**src/rtl/checker_ctrl_pkg.sv**
```systemverilog
// ----------------------------------------------------------------------------
// checker_ctrl_pkg
//   Shared definitions for the checker control stage: the FSM state encoding
//   and the blanking count applied after a run is started.
// ----------------------------------------------------------------------------
package checker_ctrl_pkg;

  // Controller states. The 2-bit encoding is fixed so the state can be
  // exported to a status register without translation.
  typedef enum logic [1:0] {
    CHECKER_CTRL_STATE_IDLE = 2'd0,
    CHECKER_CTRL_STATE_ARM  = 2'd1,
    CHECKER_CTRL_STATE_RUN  = 2'd2,
    CHECKER_CTRL_STATE_HOLD = 2'd3
  } state_t;

  // Cycles spent in ARM before mode_end/mode_error are trusted. The checker
  // needs this long to clear the level flags left over from the last run.
  localparam logic [1:0] CHECKER_CTRL_BLANK = 2'd2;

  // Width of the checker interrupt words.
  localparam int CHECKER_CTRL_DW = 64;

endpackage : checker_ctrl_pkg

```
**src/rtl/checker_fifo.sv**
```systemverilog
// ----------------------------------------------------------------------------
// checker_fifo
//   Synchronous first-word-fall-through FIFO holding checker interrupt words
//   for host readout. The head word is registered so dout is a clean flop
//   output that reads 0 after reset and while the FIFO is empty.
//
//   Ports
//     sys_clk  in   clock
//     sys_rst  in   synchronous active-high reset (empties the FIFO)
//     we       in   push request; accepted when not full or when popping
//     din      in   word to push
//     re       in   pop request; ignored when empty
//     dout     out  head word (valid while !empty)
//     empty    out  no words stored
//     full     out  2**aw words stored
//     level    out  number of stored words
// ----------------------------------------------------------------------------
module checker_fifo
  import checker_ctrl_pkg::*;
#(
  parameter int aw = 3
) (
  input  logic                       sys_clk,
  input  logic                       sys_rst,
  input  logic                       we,
  input  logic [CHECKER_CTRL_DW-1:0] din,
  input  logic                       re,
  output logic [CHECKER_CTRL_DW-1:0] dout,
  output logic                       empty,
  output logic                       full,
  output logic [aw:0]                level
);

  localparam int depth = 1 << aw;

  logic [CHECKER_CTRL_DW-1:0] mem [depth];
  logic [aw-1:0]              wr_ptr;
  logic [aw-1:0]              rd_ptr;
  logic [aw-1:0]              rd_ptr_next;
  logic [aw:0]                count;
  logic [CHECKER_CTRL_DW-1:0] dout_q;
  logic                       do_push;
  logic                       do_pop;

  assign empty = (count == '0);
  assign full  = (count == (aw + 1)'(depth));
  assign level = count;
  assign dout  = dout_q;

  // A pop frees a slot in the same cycle, so a push into a full FIFO is
  // accepted when it coincides with a pop.
  assign do_pop      = re && !empty;
  assign do_push     = we && (!full || do_pop);
  assign rd_ptr_next = rd_ptr + aw'(1);

  // NOTE: the storage array has no reset; only pointers, count and the head
  // register do. Every word is written before it can reach dout, so clearing
  // the array would only cost a reset net on every bit.
  always_ff @(posedge sys_clk) begin
    if (do_push) begin
      mem[wr_ptr] <= din;
    end
  end

  always_ff @(posedge sys_clk) begin
    if (sys_rst) begin
      wr_ptr <= '0;
      rd_ptr <= '0;
      count  <= '0;
      dout_q <= '0;
    end else begin
      if (do_push) begin
        wr_ptr <= wr_ptr + aw'(1);
      end
      if (do_pop) begin
        rd_ptr <= rd_ptr_next;
      end

      case ({do_push, do_pop})
        2'b10:   count <= count + (aw + 1)'(1);
        2'b01:   count <= count - (aw + 1)'(1);
        default: count <= count;
      endcase

      // Head register: after a pop it takes the next stored word, or the
      // word arriving this cycle if the FIFO held only one entry, or 0 if
      // the FIFO runs dry. A push into an empty FIFO falls straight through.
      if (do_pop) begin
        if (count > (aw + 1)'(1)) begin
          dout_q <= mem[rd_ptr_next];
        end else if (do_push) begin
          dout_q <= din;
        end else begin
          dout_q <= '0;
        end
      end else if (do_push && empty) begin
        dout_q <= din;
      end
    end
  end

endmodule : checker_fifo

```
**src/rtl/checker_ctrl.sv**
```systemverilog
// ----------------------------------------------------------------------------
// checker_ctrl
//   Control stage in front of the per-mode checkers. Converts host start/stop
//   pulses into the level-sensitive mode_* run protocol, drains checker IRQ
//   words into a FIFO, withholds mode_ack while the FIFO is full, and reports
//   run completion/error to the host.
//
//   Ports
//     sys_clk, sys_rst      clock, synchronous active-high reset
//     csr_mode, csr_addr    run parameters, captured on an accepted start
//     csr_start, csr_stop   one-cycle host requests
//     mode_mode, mode_addr  run parameters held towards the checker
//     mode_start            run level towards the checker
//     mode_end, mode_error  terminal levels from the selected checker
//     mode_irq, mode_data   one-cycle word strobe and its data
//     mode_ack              one-cycle acknowledge of a consumed word
//     fifo_re               host pop
//     fifo_dout/empty/full/level  FIFO head word and status
//     stat_busy             run in progress
//     stat_done/stat_error  sticky outcome of the last run
//     irq                   one-cycle host interrupt
// ----------------------------------------------------------------------------
module checker_ctrl
  import checker_ctrl_pkg::*;
#(
  parameter int fifo_aw = 3
) (
  input  logic                       sys_clk,
  input  logic                       sys_rst,
  input  logic [1:0]                 csr_mode,
  input  logic [63:0]                csr_addr,
  input  logic                       csr_start,
  input  logic                       csr_stop,
  output logic [1:0]                 mode_mode,
  output logic                       mode_start,
  output logic [63:0]                mode_addr,
  input  logic                       mode_end,
  input  logic [63:0]                mode_data,
  input  logic                       mode_irq,
  output logic                       mode_ack,
  input  logic                       mode_error,
  input  logic                       fifo_re,
  output logic [63:0]                fifo_dout,
  output logic                       fifo_empty,
  output logic                       fifo_full,
  output logic [fifo_aw:0]           fifo_level,
  output logic                       stat_busy,
  output logic                       stat_done,
  output logic                       stat_error,
  output logic                       irq
);

  state_t      state_q, state_d;
  logic [1:0]  blank_q, blank_d;
  logic [1:0]  mode_q;
  logic [63:0] addr_q;
  logic        start_q, start_d;
  logic        ack_q, ack_d;
  logic        irq_q, irq_d;
  logic        done_q, done_d;
  logic        err_q, err_d;
  logic        latch;
  logic        push;
  logic        term;
  logic        room;

  // A word can be taken when there is space now or a host pop frees a slot
  // in the same cycle.
  assign room = !fifo_full || fifo_re;

  // --------------------------------------------------------------------------
  // Next-state and output decode
  // --------------------------------------------------------------------------
  // NOTE: every signal driven here gets its default before the case, so no
  // path leaves one unassigned and no latch is inferred.
  always_comb begin
    state_d = state_q;
    blank_d = blank_q;
    start_d = start_q;
    done_d  = done_q;
    err_d   = err_q;
    ack_d   = 1'b0;
    latch   = 1'b0;
    push    = 1'b0;
    term    = 1'b0;

    case (state_q)
      CHECKER_CTRL_STATE_IDLE: begin
        // Start and stop together is treated as no request at all.
        if (csr_start && !csr_stop) begin
          state_d = CHECKER_CTRL_STATE_ARM;
          latch   = 1'b1;
          start_d = 1'b1;
          done_d  = 1'b0;
          err_d   = 1'b0;
          blank_d = CHECKER_CTRL_BLANK;
        end
      end

      CHECKER_CTRL_STATE_ARM: begin
        // mode_end/mode_error may still show the previous run here, so they
        // are not looked at until the blanking count expires.
        if (csr_stop) begin
          state_d = CHECKER_CTRL_STATE_IDLE;
          start_d = 1'b0;
        end else begin
          blank_d = blank_q - 2'd1;
          if (blank_q <= 2'd1) begin
            state_d = CHECKER_CTRL_STATE_RUN;
          end
        end
      end

      CHECKER_CTRL_STATE_RUN: begin
        if (csr_stop) begin
          state_d = CHECKER_CTRL_STATE_IDLE;
          start_d = 1'b0;
        end else if (mode_error) begin
          state_d = CHECKER_CTRL_STATE_IDLE;
          start_d = 1'b0;
          err_d   = 1'b1;
          term    = 1'b1;
        end else if (mode_end) begin
          state_d = CHECKER_CTRL_STATE_IDLE;
          start_d = 1'b0;
          done_d  = 1'b1;
          term    = 1'b1;
        end else if (mode_irq) begin
          if (room) begin
            push  = 1'b1;
            ack_d = 1'b1;
          end else begin
            // No ack: the checker keeps mode_data stable until we take it.
            state_d = CHECKER_CTRL_STATE_HOLD;
          end
        end
      end

      CHECKER_CTRL_STATE_HOLD: begin
        if (csr_stop) begin
          // The checker is blocked waiting for an ack, so it must get one
          // even though the pending word is dropped.
          state_d = CHECKER_CTRL_STATE_IDLE;
          start_d = 1'b0;
          ack_d   = 1'b1;
        end else if (room) begin
          state_d = CHECKER_CTRL_STATE_RUN;
          push    = 1'b1;
          ack_d   = 1'b1;
        end
      end
    endcase

    irq_d = term || (push && fifo_empty);
  end

  // --------------------------------------------------------------------------
  // State and output registers
  // --------------------------------------------------------------------------
  // NOTE: all sequential state uses non-blocking assignments so every flop
  // samples the pre-edge values regardless of statement order.
  always_ff @(posedge sys_clk) begin
    if (sys_rst) begin
      state_q <= CHECKER_CTRL_STATE_IDLE;
      blank_q <= '0;
      mode_q  <= '0;
      addr_q  <= '0;
      start_q <= 1'b0;
      ack_q   <= 1'b0;
      irq_q   <= 1'b0;
      done_q  <= 1'b0;
      err_q   <= 1'b0;
    end else begin
      state_q <= state_d;
      blank_q <= blank_d;
      start_q <= start_d;
      ack_q   <= ack_d;
      irq_q   <= irq_d;
      done_q  <= done_d;
      err_q   <= err_d;
      if (latch) begin
        mode_q <= csr_mode;
        addr_q <= csr_addr;
      end
    end
  end

  // --------------------------------------------------------------------------
  // Word FIFO
  // --------------------------------------------------------------------------
  checker_fifo #(
    .aw (fifo_aw)
  ) u_fifo (
    .sys_clk (sys_clk),
    .sys_rst (sys_rst),
    .we      (push),
    .din     (mode_data),
    .re      (fifo_re),
    .dout    (fifo_dout),
    .empty   (fifo_empty),
    .full    (fifo_full),
    .level   (fifo_level)
  );

  assign mode_mode  = mode_q;
  assign mode_addr  = addr_q;
  assign mode_start = start_q;
  assign mode_ack   = ack_q;
  assign irq        = irq_q;
  assign stat_done  = done_q;
  assign stat_error = err_q;
  assign stat_busy  = (state_q != CHECKER_CTRL_STATE_IDLE);

endmodule : checker_ctrl
```
**config.mk**
```make
export PLATFORM = sky130hd
export DESIGN_NAME = checker_ctrl
export DESIGN_NICKNAME = d
export VERILOG_FILES = /design/src/rtl/checker_ctrl_pkg.sv /design/src/rtl/checker_fifo.sv /design/src/rtl/checker_ctrl.sv
export SDC_FILE = /design/constraint.sdc
export NUM_CORES = 1
export LEC_CHECK = 0
export ABC_AREA = 0
export BUFFER_PORTS_ARGS = -buffer_cell sky130_fd_sc_hd__buf_2
export CAP_MARGIN = 30
export CORE_ASPECT_RATIO = 1.2
export CORE_MARGIN = 3
export CORE_UTILIZATION = 42
export CTS_BUF_LIST = sky130_fd_sc_hd__clkbuf_16
export CTS_CLUSTER_DIAMETER = 60
export DETAILED_ROUTE_END_ITERATION = 10
export SLEW_MARGIN = 10
export SYNTH_ARGS = -nofsm -noshare
export SYNTH_HDL_FRONTEND = slang
export SYNTH_HIERARCHICAL = 1
export SYNTH_SLANG_ARGS = --single-unit
```
**constraint.sdc**
```tcl
create_clock -name sys_clk -period 26.2 [get_ports sys_clk]
set_input_delay 7.86 -clock sys_clk [delete_from_list [all_inputs] [get_ports sys_clk]]
set_output_delay 7.86 -clock sys_clk [all_outputs]
set_load 0.02 [all_outputs]
```
==> reports/qor.yml <==
timing:
  slew_viol_final: 0
  max_freq_ghz: 0.0975
  fin_skew_ns: 0.0231
  min_period_ns: 10.25
  post-route-period-util_pct: 39.1
  setup_viol: 0
  hold_viol: 0
  slew_headroom_pct: 38.6
  worst_pin_slew_ns: 0.921
  fin_tns_setup_ns: 0
  rsz0062_at_grt: "false"
die:
  core_area_sq_um: 59700
  die_h_microns: 275
  die_area_sq_um: 63400
  start_util_pct: 42.5
  fp.dieW_microns: 230
  pin_count: 280
  num_rows: 98
route:
  vias_per_cell: 5.38
  drc_errors: 0
  dr.pass1.iters: 5
  wl_mm: 59.7
  via_count: 14800
  drt-initial-drc-count: 812
  antenna_left: 0
  wire_per_inst_microns: 21.8
worst_setup_path:
  end_kind: "register"
  path_cells: "buf_2 > nor3b_1 > o211a_1 > o21ai_0 > or2_2 > nor3_2 > buf_4 > buf_12"
  path_class: "in2reg"
  path_buf_inv: 3
  cp_data_required_time_ns: 26.47
  path_delay_family: "simple AND/OR/NAND/NOR gates"
  critPathMaxStageDelay_ns: 0.50
  cp.arrival_ns: 10.53
  start_kind: "input port"
  critPathMaxFanout: 33
  cp_slowest_cell: "nor3b_1"
synthesis:
  synthFlopType: "edfxtp_1"
  synth_nets: 1751
  synth-edff-count: 512
  syn_avg_cell_area_sq_um: 15.8
  ys_ff_latch: 661
  yosysUniqueCellTypes: 54
  synthCells: 1607
  synth_seq_area_share_pct: 72.3
  async_flop_share_pct: 0
  synth_area_sq_um: 25400
  ys_warn_count: 6
place:
  gp_congestion: 0.811
  numPortBuffers: 279
  dp_hpwl_mm: 34.8
global_route:
  grt_max_degree: 89
  track_usage_pct: 18.5
  grt.overflow.total: 0
  grt_pass1_wl_mm: 89.9
  grt_pass1_vias: 15000
  antenna_found_initial: 9
layout:
  final_common_cell: "edfxtp_1"
  area_growth_pct: 18.4
  final_cell_mix: "edfxtp_1, buf_2, dfxtp_1, nand2_1, mux2i_1"
  nets: 2029
  drive_gt1_share_pct: 31.6
clocking:
  path_clk_slew_ns: 0.06
  cts_tree: "done"
  post_cts_resized: 0
  ctsHoldBuffers: 0
  cts_setup_buffers: 0
  clock_latency_ns: 0.59
  cts_num_sinks: 661
  clockRootBuffer: "clkbuf_16"
  cts_made_buffers: 68
  max-clock-path-buffers: 3
  htreeDepth: 3
flow_run:
  maxCapViolCount: 0
power_and_ir_drop:
  p_comb_share_pct: 20.1
  seqPwrFrac_pct: 45.6
  netSwitchingFraction_pct: 28.2
  power_switching_mw: 0.754
  leakagePower_nw: 10.4
  p_int_mw: 1.92
  power_mw: 2.67
  power_density_nw_per_um2: 88.8
  peakVddDrop_mv: 0.0525
  clock_power_share_pct: 34.3
hold_path:
  min_path_type: "reg2reg"
run_status:
  status: "completed"
metrics by stage:
stage,instance area (sq um),utilization (%),std cells,hold WS (ns),worst slack [ns]
global route,30100,50.3,2741,0.465,15.66
detailed placement,27800,46.5,2610,0.444,15.36
floorplan,25400,-,1607,0.440,12.14
global placement,27500,46.1,2599,0.438,15.38
CTS,29900,50.1,2736,0.452,15.98
finish,30100,50.3,2743,0.448,15.95
cell usage after synthesis (23+ instances only):
cell / number / share of area (%)
o21ai_1: 30 / 0.59
a22oi_2: 27 / 1.3
buf_2: 23 / 0.45
mux2_2: 128 / 5.7
mux2i_1: 130 / 5.1
edfxtp_1: 512 / 61
o21ai_2: 30 / 1.0
dfxtp_1: 149 / 12
nand2_1: 144 / 2.1
o22ai_1: 64 / 1.6
a21oi_1: 75 / 1.5
a22oi_1: 37 / 1.1
clkbuf_1: 66 / 0.98
a221o_1: 64 / 2.5
cell families after synthesis:
family	synth area share, %
DFF	72.3
AOI/OAI and AO/OA	10.6
muxes	10.8
and+or+nand+nor	3.53
buffers and inverters	2.30
adders and majority gates	0.296
xor gates and xnor gates	0.173
sequential cells by signal (all words and copies together), names as in the netlist, 2 cells and up:
| name | cells |
|---|---|
| blank_q | 2 |
| mode_addr | 64 |
| mode_mode | 2 |
| state_q | 2 |
| u_fifo/dout | 64 |
| u_fifo/level | 4 |
| u_fifo/mem | 512 |
| u_fifo/rd_ptr | 3 |
| u_fifo/wr_ptr | 3 |
final timing paths:
check        cells after the start        startpoint  slack, ns           endpoint
max                              8          mode_end      15.95  u_fifo/mem[0][25]
min                              2      mode_addr[9]       0.45       mode_addr[9]
max reg2reg                      8  u_fifo/rd_ptr[0]      22.09    u_fifo/dout[39]
min reg2reg                      2      mode_addr[9]       0.45       mode_addr[9]
power by group through the flow:
stage	sequential [mW]	combinational [mW]	clock, mW
finish	1.22	0.537	0.916
detailed placement	1.24	0.539	0
CTS	1.22	0.540	0.941
global placement	1.24	0.522	0
floorplan	1.28	0.327	0
global route	1.22	0.577	0.983
worst reg2reg max path, delay by kind of cell, from the launching register on:
kind	cells	cell delay, ns
DFF	1	0.65
AOI/OAI and AO/OA	2	0.45
adders and majority gates	1	0.43
buffers and inverters	4	2.03
muxes	1	0.42
area by class of cell:
| class | instances | area [sq um] |
|---|---|---|
| Antenna cell | 2 | 5.00 |
| Clock buffer | 71 | 1780 |
| Clock inverter | 55 | 352 |
| Fill cell | 5110 | 29700 |
| Inverter | 9 | 33.8 |
| Multi-Input combinational cell | 829 | 6560 |
| Sequential cell | 661 | 18400 |
| Tap cell | 800 | 1000 |
| Timing Repair Buffer | 316 | 1970 |
metal layers:
metal / part of all wire [%] / track usage (%)
met5: 0.11 / 0
met4: 2.3 / 5.89
met3: 5.5 / 3.45
met2: 50 / 32.1
met1: 42 / 23.5
(Power assumes the default switching activity.)
